===== src/rtl/rr_arbiter.sv =====
// Round-robin arbiter: registered one-hot grant held until release_i or
// watchdog expiry, with rotating priority and back-to-back reissue.
module rr_arbiter #(
  parameter int N        = 4,
  parameter int HOLD_MAX = 0,
  localparam int IDX_W   = $clog2(N)
) (
  input  logic             clk,
  input  logic             rst_n,
  input  logic [N-1:0]     req,
  input  logic             release_i,
  output logic [N-1:0]     grant,
  output logic [IDX_W-1:0] grant_idx,
  output logic             grant_valid,
  output logic             timeout
);

  localparam int CNT_W = (HOLD_MAX > 1) ? $clog2(HOLD_MAX) : 1;
  localparam logic [CNT_W-1:0] CNT_LAST = (HOLD_MAX > 0) ? CNT_W'(HOLD_MAX - 1) : '0;

  typedef enum logic [0:0] {
    IDLE = 1'b0,
    BUSY = 1'b1
  } state_t;

  state_t             state_r;
  logic [N-1:0]       grant_r;
  logic [IDX_W-1:0]   idx_r;
  logic [IDX_W-1:0]   ptr_r;
  logic               valid_r;
  logic               timeout_r;
  logic [CNT_W-1:0]   cnt_r;

  logic [IDX_W-1:0]   winner_s;
  logic [IDX_W-1:0]   ptr_next_s;
  logic [IDX_W-1:0]   pos_s;
  logic [IDX_W:0]     sum_s;
  logic               found_s;
  logic               expire_s;
  logic               end_s;

  function automatic logic [N-1:0] onehot(input logic [IDX_W-1:0] idx);
    onehot = {{(N-1){1'b0}}, 1'b1} << idx;
  endfunction

  // Search ptr, ptr+1, ... (mod N); the first set request wins.
  always_comb begin
    winner_s = '0;
    found_s  = 1'b0;
    sum_s    = '0;
    pos_s    = '0;
    for (int k = 0; k < N; k++) begin
      sum_s = {1'b0, ptr_r} + (IDX_W+1)'(k);
      if (sum_s >= (IDX_W+1)'(N)) begin
        sum_s = sum_s - (IDX_W+1)'(N);
      end else begin
        sum_s = sum_s;
      end
      pos_s = sum_s[IDX_W-1:0];
      if (!found_s && req[pos_s]) begin
        found_s  = 1'b1;
        winner_s = pos_s;
      end else begin
        found_s  = found_s;
      end
    end
  end

  // Next pointer, watchdog expiry and end-of-grant detection.
  always_comb begin
    ptr_next_s = '0;
    if (winner_s == IDX_W'(N - 1)) begin
      ptr_next_s = '0;
    end else begin
      ptr_next_s = winner_s + IDX_W'(1);
    end
    expire_s = (HOLD_MAX > 0) && (cnt_r == CNT_LAST);
    end_s    = (state_r == BUSY) && (release_i || expire_s);
  end

  // Grant FSM; all outputs are registered here.
  always_ff @(posedge clk or negedge rst_n) begin
    if (!rst_n) begin
      state_r   <= IDLE;
      grant_r   <= '0;
      idx_r     <= '0;
      valid_r   <= 1'b0;
      timeout_r <= 1'b0;
      cnt_r     <= '0;
      ptr_r     <= '0;
    end else begin
      case (state_r)
        IDLE: begin
          timeout_r <= 1'b0;
          cnt_r     <= '0;
          if (found_s) begin
            state_r <= BUSY;
            grant_r <= onehot(winner_s);
            idx_r   <= winner_s;
            valid_r <= 1'b1;
            ptr_r   <= ptr_next_s;
          end else begin
            grant_r <= '0;
            idx_r   <= '0;
            valid_r <= 1'b0;
          end
        end
        BUSY: begin
          if (end_s) begin
            // A coincident release takes precedence: no timeout pulse.
            timeout_r <= expire_s && !release_i;
            cnt_r     <= '0;
            if (found_s) begin
              grant_r <= onehot(winner_s);
              idx_r   <= winner_s;
              valid_r <= 1'b1;
              ptr_r   <= ptr_next_s;
            end else begin
              state_r <= IDLE;
              grant_r <= '0;
              idx_r   <= '0;
              valid_r <= 1'b0;
            end
          end else begin
            timeout_r <= 1'b0;
            if (HOLD_MAX > 0) begin
              cnt_r <= cnt_r + CNT_W'(1);
            end else begin
              cnt_r <= cnt_r;
            end
          end
        end
        default: begin
          state_r   <= IDLE;
          grant_r   <= '0;
          idx_r     <= '0;
          valid_r   <= 1'b0;
          timeout_r <= 1'b0;
          cnt_r     <= '0;
        end
      endcase
    end
  end

  assign grant       = grant_r;
  assign grant_idx   = idx_r;
  assign grant_valid = valid_r;
  assign timeout     = timeout_r;

endmodule



===== config.mk =====
export PLATFORM = sky130hd
export DESIGN_NAME = rr_arbiter
export DESIGN_NICKNAME = d
export VERILOG_FILES = /design/src/rtl/rr_arbiter.sv
export SDC_FILE = /design/constraint.sdc
export NUM_CORES = 1
export LEC_CHECK = 0
export ABC_CLOCK_PERIOD_IN_PS = 1600
export CAP_MARGIN = 15
export CORE_MARGIN = 2
export CORE_UTILIZATION = 43
export CTS_BUF_LIST = sky130_fd_sc_hd__clkbuf_2 sky130_fd_sc_hd__clkbuf_4 sky130_fd_sc_hd__clkbuf_8
export DETAILED_ROUTE_END_ITERATION = 10
export HOLD_SLACK_MARGIN = 0.12
export PLACE_DENSITY_LB_ADDON = 0.1
export SLEW_MARGIN = 30
export SYNTH_ARGS = -nofsm -noshare
export SYNTH_HDL_FRONTEND = slang
export SYNTH_SLANG_ARGS = --single-unit
export TNS_END_PERCENT = 5

===== constraint.sdc =====
create_clock -name clk -period 1.6 [get_ports clk]
set_input_delay 0.32 -clock clk [delete_from_list [all_inputs] [get_ports clk]]
set_output_delay 0.32 -clock clk [all_outputs]
set_load 0.03 [all_outputs]

== Yosys cells after proc, flatten, opt, wreduce, memory -nomap -nowiden ==
Index checks and enable logic that the tools add are counted.
Operators by class
  add/sub/neg operators: 8
  $lt $le $gt $ge: 8
  equal/unequal tests: 2
  shift-type cells: 1
  muxes and demuxes: 35
  bitwise logic cells: 1
  reductions and logical operators: 7
Operators by type and width (number)
  two-way mux 2 bit: 13
  less-than comparator 2 x 3 -> 1 bit, second input constant: 4
  two-way mux 1 bit: 11
  greater-or-equal comparator 3 bit, second input constant: 3
  binary-select mux 1 bit (select 2 bit): 4
  two-way mux 4 bit: 2
  case mux 2 bit (2 select lines): 2
  case mux 4 bit (2 select lines): 1
  subtractor 2 x 1 -> 2 bit, second input constant: 4
  adder 2 x 2 -> 3 bit, second input constant: 2
  logical AND 1 bit: 4
  case mux 1 bit (2 select lines): 2
  << shifter 1 x 2 -> 4 bit, first input constant: 1
  adder 2 x 1 -> 3 bit, second input constant: 1
  greater-or-equal comparator 2 x 3 -> 1 bit, second input constant: 1
  logical NOT 1 bit: 3
  adder 2 x 1 -> 2 bit, second input constant: 1
  == test 2 bit, second input constant: 1
  != test 2 x 1 -> 1 bit, second input constant: 1
  NOT 1 bit: 1
Word-level totals
  bits in registers: 10
  input bits: 7
  output and inout bits: 8

== Logic depth before layout (Yosys ltp) ==
Gate-level depths: netlist of run 1.
  word-level depth: 19
  mapped depth: 5
  mapped depth without buffers: 5

== Worst setup path after synthesis of run 1 ==
No wires, ideal clock.
  path type: flip-flop to flip-flop
  start: register ptr_r[1]
  end: register ptr_r[1]
  setup time: 125 ps
  arrival time: 1438 ps
  required time: 1475 ps
  slack: 37 ps
  stages on the path, launching flop included: 6
  buffers on the path: 0
  period minus slack after synthesis: 1563 ps
  path through: dfrtp_1 -> nand2_1 -> a211o_2 -> and2_1 -> ha_1 -> mux2_4
On the way
  word-level cells in the longest chain between the ends: 19
  elaborated cells between the ends (all ways): 43
  classes of those cells: add/sub (8); order compare (4); eq/ne (1); mux (24); reduce/logical (6)
Ends and longest elaborated chain
  start, declared: RTL line 29  | logic [IDX_W-1:0] ptr_r;
  start signal, assigned: RTL line 101  | ptr_r <= ptr_next_s;
  start signal, assigned: RTL line 117  | ptr_r <= ptr_next_s;
  branches (longest 13 deep; another with adder 2 x 1 -> 3 bit)
  two-way mux 2 bit (*): RTL line 60  | if (!found_s && req[pos_s]) begin
  adder 2 x 1 -> 2 bit or == test 2 bit (tied branches): RTL line 75, 72
  two-way mux 2 bit (*): RTL line 72  | if (winner_s == IDX_W'(N - 1)) begin
  net ptr_next_s[1]: RTL line 35  | logic [IDX_W-1:0] ptr_next_s;
  two-way mux 2 bit (*): RTL line 96, 113
  two-way mux 2 bit: RTL line 109  | if (end_s) begin
  case mux 2 bit (2 select lines) (*): RTL line 92  | case (state_r)
Mark *: on every way through the listed nets, which the timed path passes. The select of a mux whose other input is x is not followed.
A chain may end at the register's enable or synchronous reset.

== Worst setup path after layout of run 1 ==
  start: input req[2]
  end: register ptr_r[1]
On the way
  word-level cells in the longest chain between the ends: 17
  elaborated cells between the ends (all ways): 28
  classes of those cells: add/sub (1); eq/ne (1); mux (20); reduce/logical (6)
Ends and longest elaborated chain
  start, declared: RTL line 10  | input logic [N-1:0] req,
  binary-select mux 1 bit (select 2 bit): RTL line 60
  two-way mux 1 bit (implied by the code): RTL line 60
  two-way mux 1 bit: RTL line 60
  logical NOT 1 bit: RTL line 60
  logical AND 1 bit: RTL line 60
  two-way mux 1 bit: RTL line 60
  logical NOT 1 bit: RTL line 60
  logical AND 1 bit: RTL line 60
  [2 not listed]
  logical AND 1 bit: RTL line 60
  two-way mux 2 bit (*): RTL line 60
  adder 2 x 1 -> 2 bit or == test 2 bit (tied branches): RTL line 75, 72
  two-way mux 2 bit (*): RTL line 72
  net ptr_next_s[1]: RTL line 35
  two-way mux 2 bit (*): RTL line 96, 113
  two-way mux 2 bit: RTL line 109
  case mux 2 bit (2 select lines) (*): RTL line 92
Mark *: on every way through the listed nets, which the timed path passes. The rest lies on a longest branch. The select of a mux whose other input is x is not followed.

==> flow_summary.json, run 1 <==
{
  "crit_path_end_kind": "register",
  "post-place-ws_ps": -485,
  "peakVddDrop_mv": 0.784,
  "grt_pass1_wl_um": 1810,
  "ctsHoldBuffers": 0,
  "cp-endpoint": "ptr_r[1]",
  "fin_skew_ps": 6.82,
  "n_fill_cell": 118,
  "rr_worst_depth": 5,
  "viasPerCell": 5.03,
  "min_period_ps": 1580,
  "cts_buffer_depth": 2,
  "clkSlewWorstSetupHoldPaths_ps": 60,
  "antenna_found_initial": 0,
  "crit_start": "req[2]",
  "cp.arrival_ps": 1720,
  "hold_class": "in -> async",
  "final-max-slew-violation-count": 0,
  "place_congestion": 0.705,
  "synthDistinctLibCells": 26,
  "clk_latency_ps": 260,
  "drtIter0Drc": 2,
  "h-tree-depth": 1,
  "postLayoutSetupSlackWorst_ps": 18.6,
  "die_area_um2": 1620,
  "finalCritPeriodShare_pct": 98.8,
  "ant_nets": 0,
  "grtUsageTotal_pct": 17.2,
  "regToRegSetupSlack_ps": 40,
  "place_area_um2": 800,
  "num_vias": 448,
  "setup_viol": 0,
  "met1Wirelength_um": 470,
  "syn_avg_cell_area_um2": 12.0,
  "status": "completed",
  "grt_overflow": 0,
  "syn-cell-area_um2": 566,
  "top_layer_used": "met4",
  "syn-num-nets": 58,
  "n_antenna_cell": 0,
  "p_leak_nw": 0.445,
  "wl_per_cell_um": 12.3,
  "maxCapViolCount": 0,
  "drive_gt1_share_pct": 43.2,
  "powerDensity_nw_per_um2": 1290,
  "yosysSeqAreaShare_pct": 44.2,
  "port_buffers": 13,
  "coreArea_um2": 1270,
  "io_pins": 15,
  "startpoint_type": "input port",
  "fmaxAchievable_ghz": 0.632,
  "num_rows": 13,
  "dr_wl_met3_um": 49,
  "rsz0062_at_grt": "yes",
  "areaGrowthSynthToFinish_pct": 48.5,
  "drc": 0,
  "grt_pass1_vias": 465,
  "ys_warn_count": 0,
  "wl_um": 1090,
  "place_inst": 86,
  "r2r_end": "ptr_r[1]",
  "cts_made_buffers": 3,
  "cp.required_ps": 1740,
  "cts_tree": "yes",
  "numClockSinks": 10,
  "post-dp-hpwl_um": 908,
  "post_cts_buffers": 0,
  "fin_area_um2": 840,
  "die-height_um": 40.3,
  "start_util_pct": 44.6,
  "worstSetupPathType": "in -> reg",
  "finalHoldViolations": 0,
  "r2r-start": "ptr_r[1]",
  "grt_max_degree": 11,
  "die_w_um": 40.3,
  "dr.pass1.iters": 3,
  "clockRootBuffer": "clkbuf_4",
  "ys_ff_latch": 10,
  "stdcell_count": 89,
  "worst-path-max-fanout": 3,
  "fin_nets": 87,
  "synth_cells": 47,
  "wl_met2_um": 563
}
==> layout by cell type, fill, tap and decap left out <==
cell type and count:
a211o_2 1, a22o_2 4, a32o_1 1, a41o_1 1
a41oi_1 1, and2_0 1, and2_4 1, and2b_2 1
and3_4 1, buf_4 13, clkbuf_4 3, clkdlybuf4s50_1 2
conb_1 1, dfrtp_1 10, dlygate4sd2_1 6, dlymetal6s2s_1 5
ha_1 4, mux2_4 1, nand2_1 3, nand2b_1 1
nand3_1 1, nor2_4 1, nor2b_1 2, nor2b_2 2
nor4_4 1, o21a_1 1, o21ai_2 1, o21ba_2 1
o21bai_1 2, or2_2 1
==> power breakdown <==
part	total [mW]	switching, mW	internal, mW	leakage, nW
sequential	0.365	0.0422	0.323	0.118
combinational	0.556	0.262	0.294	0.314
clock	0.161	0.0743	0.0863	0.0138
total	1.08	0.379	0.703	0.445
==> metal layers <==
metal / vias up / GRT usage (%)
li1: 225 / -
met1: 208 / 18.7
met2: 13 / 30.6
met3: 2 / 5.00
met4: 0 / 7.50
met5: - / 0
==> Yosys cell counts (all sizes together) <==
master	n	area [um2]
a211o	1	10.0
a22o	4	40.0
a32o	1	10.0
a41o	1	10.0
a41oi	1	8.76
and2	2	12.5
and2b	1	8.76
and3	1	6.26
buf	1	7.51
clkbuf	1	5.00
conb	1	3.75
dfrtp	10	250
ha	4	50.1
mux2	1	15.0
nand2	3	11.3
nand2b	1	6.26
nand3	1	5.00
nor2	1	11.3
nor2b	4	25.0
nor4	1	21.3
o21a	1	7.51
o21ai	1	8.76
o21ba	1	10.0
o21bai	2	15.0
or2	1	6.26
==> cell families (layout without fill, tap and decap cells) <==
family                     after synthesis  after routing  synth area share [%]
AOI/OAI and AO/OA                       13             13                  21.2
DFF                                     10             10                  44.2
and+or+nand+nor                         16             16                  20.1
muxes                                    1              1                  2.65
adders and majority gates                4              4                  8.85
buffers and inverters                    2             29                  2.21
other                                    1              1                 0.663
==> critical path, stage by stage <==
cell	delay, ps
dlygate4sd2_1	250
nor2b_2	160
a211o_2	300
and2_4	160
ha_1	280
mux2_4	260
==> cell type report <==
type | count | area (um2) | share of cell area (%)
repair buffers | 26 | 233 | 27.7
clock buffers | 3 | 22.5 | 2.68
well taps | 15 | 18.8 | 2.24
multi-input cells | 35 | 315 | 37.6
flip-flops and latches | 10 | 250 | 29.8
==> per-stage QoR <==
step | hold WS, ps | setup TNS, ps | utilization [%] | power, mW
2_1_floorplan | 24.4 | 0 | - | 0.676
3_3_place_gp | 474 | -2500 | 63.0 | 0.916
3_5_place_dp | 481 | -2640 | 63.0 | 0.930
4_1_cts | 385 | 0 | 65.0 | 1.10
5_1_grt | 396 | -36.0 | 66.2 | 1.17
6_report | 372 | 0 | 66.2 | 1.08
==> state kept, by name, indices dropped and copies added, names as in the netlist <==
register	flops
grant_valid	1
grant_idx	2
ptr_r	2
state_r	1
grant	4
==> how the worst min path moves through the flow <==
stage	from	endpoint	slack [ps]
after floorplan	rst_n	grant[0]	20
after global placement	grant_valid	grant_valid	470
after detailed placement	grant_idx[1]	grant_idx[1]	480
after CTS	rst_n	ptr_r[1]	390
after global routing	rst_n	state_r	400
final	rst_n	grant[1]	370
==> timing repair <==
action,CTS,global route
gates cloned,0,0
resized for setup,9,6
endpoints found under the setup margin,7,6
Note: power is estimated with default switching activity, not from simulation.
==> run 2, diff against run 1 <==
--- a/config.mk
+++ b/config.mk
@@ -5,12 +5,13 @@
 export SDC_FILE = /design/constraint.sdc
 export NUM_CORES = 1
 export LEC_CHECK = 0
-export ABC_CLOCK_PERIOD_IN_PS = 1600
+export ABC_CLOCK_PERIOD_IN_PS = 1800
 export CAP_MARGIN = 15
-export CORE_MARGIN = 2
-export CORE_UTILIZATION = 43
+export CORE_AREA = 2 2 39 41
 export CTS_BUF_LIST = sky130_fd_sc_hd__clkbuf_2 sky130_fd_sc_hd__clkbuf_4 sky130_fd_sc_hd__clkbuf_8
 export DETAILED_ROUTE_END_ITERATION = 10
+export DIE_AREA = 0 0 41 43
+export DONT_BUFFER_PORTS = 1
 export HOLD_SLACK_MARGIN = 0.12
 export PLACE_DENSITY_LB_ADDON = 0.1
 export SLEW_MARGIN = 30
==> constraint.sdc (replaced) <==
create_clock -name clk -period 1.8 [get_ports clk]
set_input_delay 0.36 -clock clk [delete_from_list [all_inputs] [get_ports clk]]
set_output_delay 0.36 -clock clk [all_outputs]
set_load 0.03 [all_outputs]
==> flow_summary.json, run 2 (synthesis gave the netlist of run 1 again) <==
{
  "cts_tree": "yes",
  "status": "completed",
  "path_delay_family": "flip-flops",
  "crit_buf_inv": 0,
  "drtIter0Drc": 2,
  "min_period_ps": 1660,
  "drive_gt1_share_pct": 30.6,
  "clockRootBuffer": "clkbuf_4",
  "grt_overflow": 0,
  "fin_setup_tns_ps": 0,
  "dr.pass1.iters": 3,
  "num_rows": 14,
  "ant_nets": 0,
  "post_cts_buffers": 0,
  "final_cell_mix": "dfrtp_1, nor2b_1, a22o_2, ha_1",
  "die_w_um": 41,
  "peakVddDrop_mv": 0.364,
  "crit_path_end_kind": "register",
  "final-max-slew-violation-count": 0,
  "fmaxAchievable_ghz": 0.601,
  "slew_headroom_pct": 57.2,
  "die-height_um": 43,
  "powerDensity_nw_per_um2": 1320,
  "drc": 0,
  "place_congestion": 0.742,
  "start_util_pct": 40.9,
  "wl_per_cell_um": 15.5,
  "io_pins": 15,
  "wl_um": 1010,
  "cpMaxStageDelayCell": "dfrtp_1",
  "worstSetupPathType": "reg -> reg",
  "grtUsageTotal_pct": 14.1,
  "areaGrowthSynthToFinish_pct": 7.08,
  "layout_commonest_cell": "dfrtp_1",
  "crit_chain": "nand2_1 > a211o_2 > and2_1 > ha_1 > mux2_4",
  "cts_buffer_depth": 2,
  "grt_pass1_vias": 365,
  "numClockSinks": 10,
  "largest_reg_flops": 4,
  "port_buffers": 0,
  "cts_resized": 0,
  "fin_skew_ps": 3.89,
  "hold_class": "in -> reg",
  "p_leak_nw": 0.268,
  "clkSlewWorstSetupHoldPaths_ps": 60,
  "r2r-start": "ptr_r[1]",
  "startpoint_type": "register",
  "grt_max_degree": 11,
  "clk_latency_ps": 270,
  "worst-path-max-fanout": 5,
  "post-dp-hpwl_um": 804,
  "n_antenna_cell": 0,
  "max_stage_delay_ps": 420,
  "fin_nets": 62,
  "antenna_found_initial": 0,
  "worstMarginPinSlew_ps": 641,
  "place_inst": 61,
  "cts_made_buffers": 3,
  "cp.required_ps": 1960,
  "maxCapViolCount": 0,
  "finalCritPeriodShare_pct": 92.4,
  "cp.arrival_ps": 1820,
  "crit_start": "ptr_r[1]",
  "finalHoldViolations": 0,
  "rsz0062_at_grt": "no",
  "num_vias": 372,
  "coreArea_um2": 1380,
  "setup_viol": 0,
  "stdcell_count": 65,
  "hp-start": "req[1]",
  "viasPerCell": 5.72,
  "die_area_um2": 1760,
  "grt_pass1_wl_um": 1610,
  "h-tree-depth": 1
}
run 2: final cells by class:
| cell class | instances | area [um2] |
|---|---|---|
| sequential | 10 | 250 |
| clock buffer | 3 | 22.5 |
| fill | 131 | 778 |
| timing repair buffer | 1 | 10.0 |
| tap | 16 | 20.0 |
| multi-input combinational | 35 | 303 |
run 2: through the flow:
stage / total power, mW / util (%) / area [um2] / hold WS [ps] / setup WS [ps]
2_1_floorplan: 0.601 / - / 566 / 64.4 / 224
3_3_place_gp: 0.636 / 41.4 / 573 / 64.7 / 184
3_5_place_dp: 0.648 / 41.4 / 573 / 64.7 / 137
4_1_cts: 0.808 / 43.8 / 606 / 227 / 130
5_1_grt: 0.857 / 43.8 / 606 / 229 / 35.7
6_report: 0.799 / 43.8 / 606 / 230 / 136
run 2: worst paths after layout:
kind                                 end  slack [ps]  cells after the start
min in group asynchronous       grant[0]         470                      1
worst max-delay path            ptr_r[1]         140                      5
max in group asynchronous       grant[2]        1020                      1
worst min-delay path             state_r         230                      2
worst max register to register  ptr_r[1]         140                      5
worst min register to register   state_r         600                      2
run 2: timing repair:
action,4_1_cts,5_1_grt
hold buffers,1,0
endpoints found under the hold margin,10,0
endpoints found under the setup margin,0,0
run 2: routing by layer:
metal	up-vias	wire, um	GRT usage (%)
li1	172	-	-
met1	181	438	18.1
met2	16	430	18.8
met3	3	108	6.28
met4	0	32	8.00
met5	-	0	0
run 2: where the power goes:
part           total, mW  internal, mW  leakage, nW  switching (mW)
Sequential         0.426         0.286        0.118           0.141
Clock              0.153        0.0773       0.0138          0.0756
Combinational      0.219         0.122        0.137          0.0972
Total              0.799         0.485        0.268           0.313
==> run 3, diff against run 2 <==
--- a/config.mk
+++ b/config.mk
@@ -14,6 +14,7 @@
 export DONT_BUFFER_PORTS = 1
 export HOLD_SLACK_MARGIN = 0.12
 export PLACE_DENSITY_LB_ADDON = 0.1
+export REMOVE_ABC_BUFFERS = 1
 export SLEW_MARGIN = 30
 export SYNTH_ARGS = -nofsm -noshare
 export SYNTH_HDL_FRONTEND = slang
==> flow_summary.json, run 3 (synthesis gave the netlist of run 1 again) <==
{
  "min_path_cells": 2,
  "grtUsageTotal_pct": 15.5,
  "startpoint_type": "register",
  "rr_worst_depth": 5,
  "drtIter0Drc": 4,
  "crit_path_end_kind": "register",
  "die_w_um": 41,
  "die-height_um": 43,
  "wl_per_cell_um": 15.8,
  "clockPowerShare_pct": 18.8,
  "post-dp-hpwl_um": 816,
  "cp.required_ps": 1950,
  "largest_reg_flops": 4,
  "grt_pass1_vias": 401,
  "p_leak_nw": 0.268,
  "areaGrowthSynthToFinish_pct": 7.08,
  "dr.pass1.iters": 4,
  "hp-start": "req[1]",
  "peakVddDrop_mv": 0.479,
  "finalHoldViolations": 0,
  "post_cts_buffers": 0,
  "slew_headroom_pct": 55.0,
  "coreArea_um2": 1380,
  "fin_setup_tns_ps": 0,
  "seqPwrFrac_pct": 53.6,
  "p_switching_mw": 0.310,
  "viasPerCell": 5.68,
  "die_area_um2": 1760,
  "min_period_ps": 1660,
  "start_util_pct": 40.9,
  "final-max-slew-violation-count": 0,
  "clkSlewWorstSetupHoldPaths_ps": 60,
  "cts_buffer_depth": 2,
  "worstSetupPathType": "reg -> reg",
  "place_congestion": 0.726,
  "drive_gt1_share_pct": 30.6,
  "fin_nets": 62,
  "antenna_found_initial": 0,
  "num_vias": 369,
  "maxCapViolCount": 0,
  "io_pins": 15,
  "fmaxAchievable_ghz": 0.603,
  "worst-path-max-fanout": 5,
  "r2r-start": "ptr_r[1]",
  "status": "completed",
  "worstMarginPinSlew_ps": 674,
  "setup_viol": 0,
  "cts_made_buffers": 3,
  "grt_pass1_wl_um": 1730,
  "numClockSinks": 10,
  "drc": 0,
  "clockRootBuffer": "clkbuf_4",
  "cp.arrival_ps": 1810,
  "port_buffers": 0,
  "rsz0062_at_grt": "no",
  "place_area_um2": 573,
  "hold_class": "in -> reg",
  "clk_latency_ps": 270,
  "finalCritPeriodShare_pct": 92.1,
  "grt_overflow": 0,
  "ant_nets": 0,
  "final_cell_mix": "dfrtp_1, nor2b_1, a22o_2, ha_1",
  "fin_skew_ps": 7.85,
  "p_int_mw": 0.484,
  "swShare_pct": 39.1,
  "h-tree-depth": 1,
  "wl_um": 1030,
  "power_mw": 0.795,
  "num_rows": 14,
  "crit_start": "ptr_r[1]",
  "p_comb_share_pct": 27.6,
  "layout_commonest_cell": "dfrtp_1",
  "cts_tree": "yes",
  "powerDensity_nw_per_um2": 1310,
  "grt_max_degree": 11,
  "fin_area_um2": 606,
  "n_antenna_cell": 0
}
-- run 3: cell counts in the layout (fill, tap and decap cells not counted) --
Identical to the previous run, type by type.
-- run 3: final cells by class --
cell class                      instances  area (um2)
Clock buffer                            3        22.5
Fill cell                             138         778
Sequential cell                        10         250
Multi-Input combinational cell         35         303
Timing Repair Buffer                    1        10.0
Tap cell                               16        20.0
-- run 3: per-stage QoR --
stage	std cells	setup slack, ps	hold slack (ps)	util, %
final	65	142	233	43.8
after detailed placement	61	151	64.7	41.4
after floorplan	45	224	64.4	-
after global placement	61	169	64.7	41.4
after global routing	65	63.4	244	43.8
after CTS	65	142	225	43.8
-- run 3: what timing repair did --
| action | in CTS | in global routing |
|---|---|---|
| endpoints found under the hold margin | 10 | 0 |
| resized for setup | 0 | 0 |
| hold buffers | 1 | 0 |
-- run 3: worst max-delay path, cell delays in order, from the launching register on --
cell and delay (ps):
dfrtp_1 410, nand2_1 70, a211o_2 360, and2_1 180, ha_1 270, mux2_4 260
-- run 3: routing by layer --
| metal | wire (um) | GRT usage, % |
|---|---|---|
| met5 | 0 | 0 |
| met4 | 29 | 10.0 |
| met3 | 120 | 8.90 |
| met2 | 447 | 20.3 |
| met1 | 428 | 18.6 |
-- run 3: worst paths after layout --
| path | slack (ps) | endpoint |
|---|---|---|
| worst max-delay path | 140 | ptr_r[1] |
| worst min-delay path | 230 | state_r |
| worst max register to register | 140 | ptr_r[1] |
| worst min register to register | 590 | state_r |
| max in group asynchronous | 1010 | grant[3] |
| min in group asynchronous | 470 | state_r |
-- run 3: power by group through the flow --
stage	sequential [mW]	clock [mW]	combinational, mW
floorplan	0.414	0	0.184
global placement	0.424	0	0.212
detailed placement	0.431	0	0.217
CTS	0.427	0.159	0.224
global route	0.435	0.175	0.252
finish	0.426	0.149	0.220
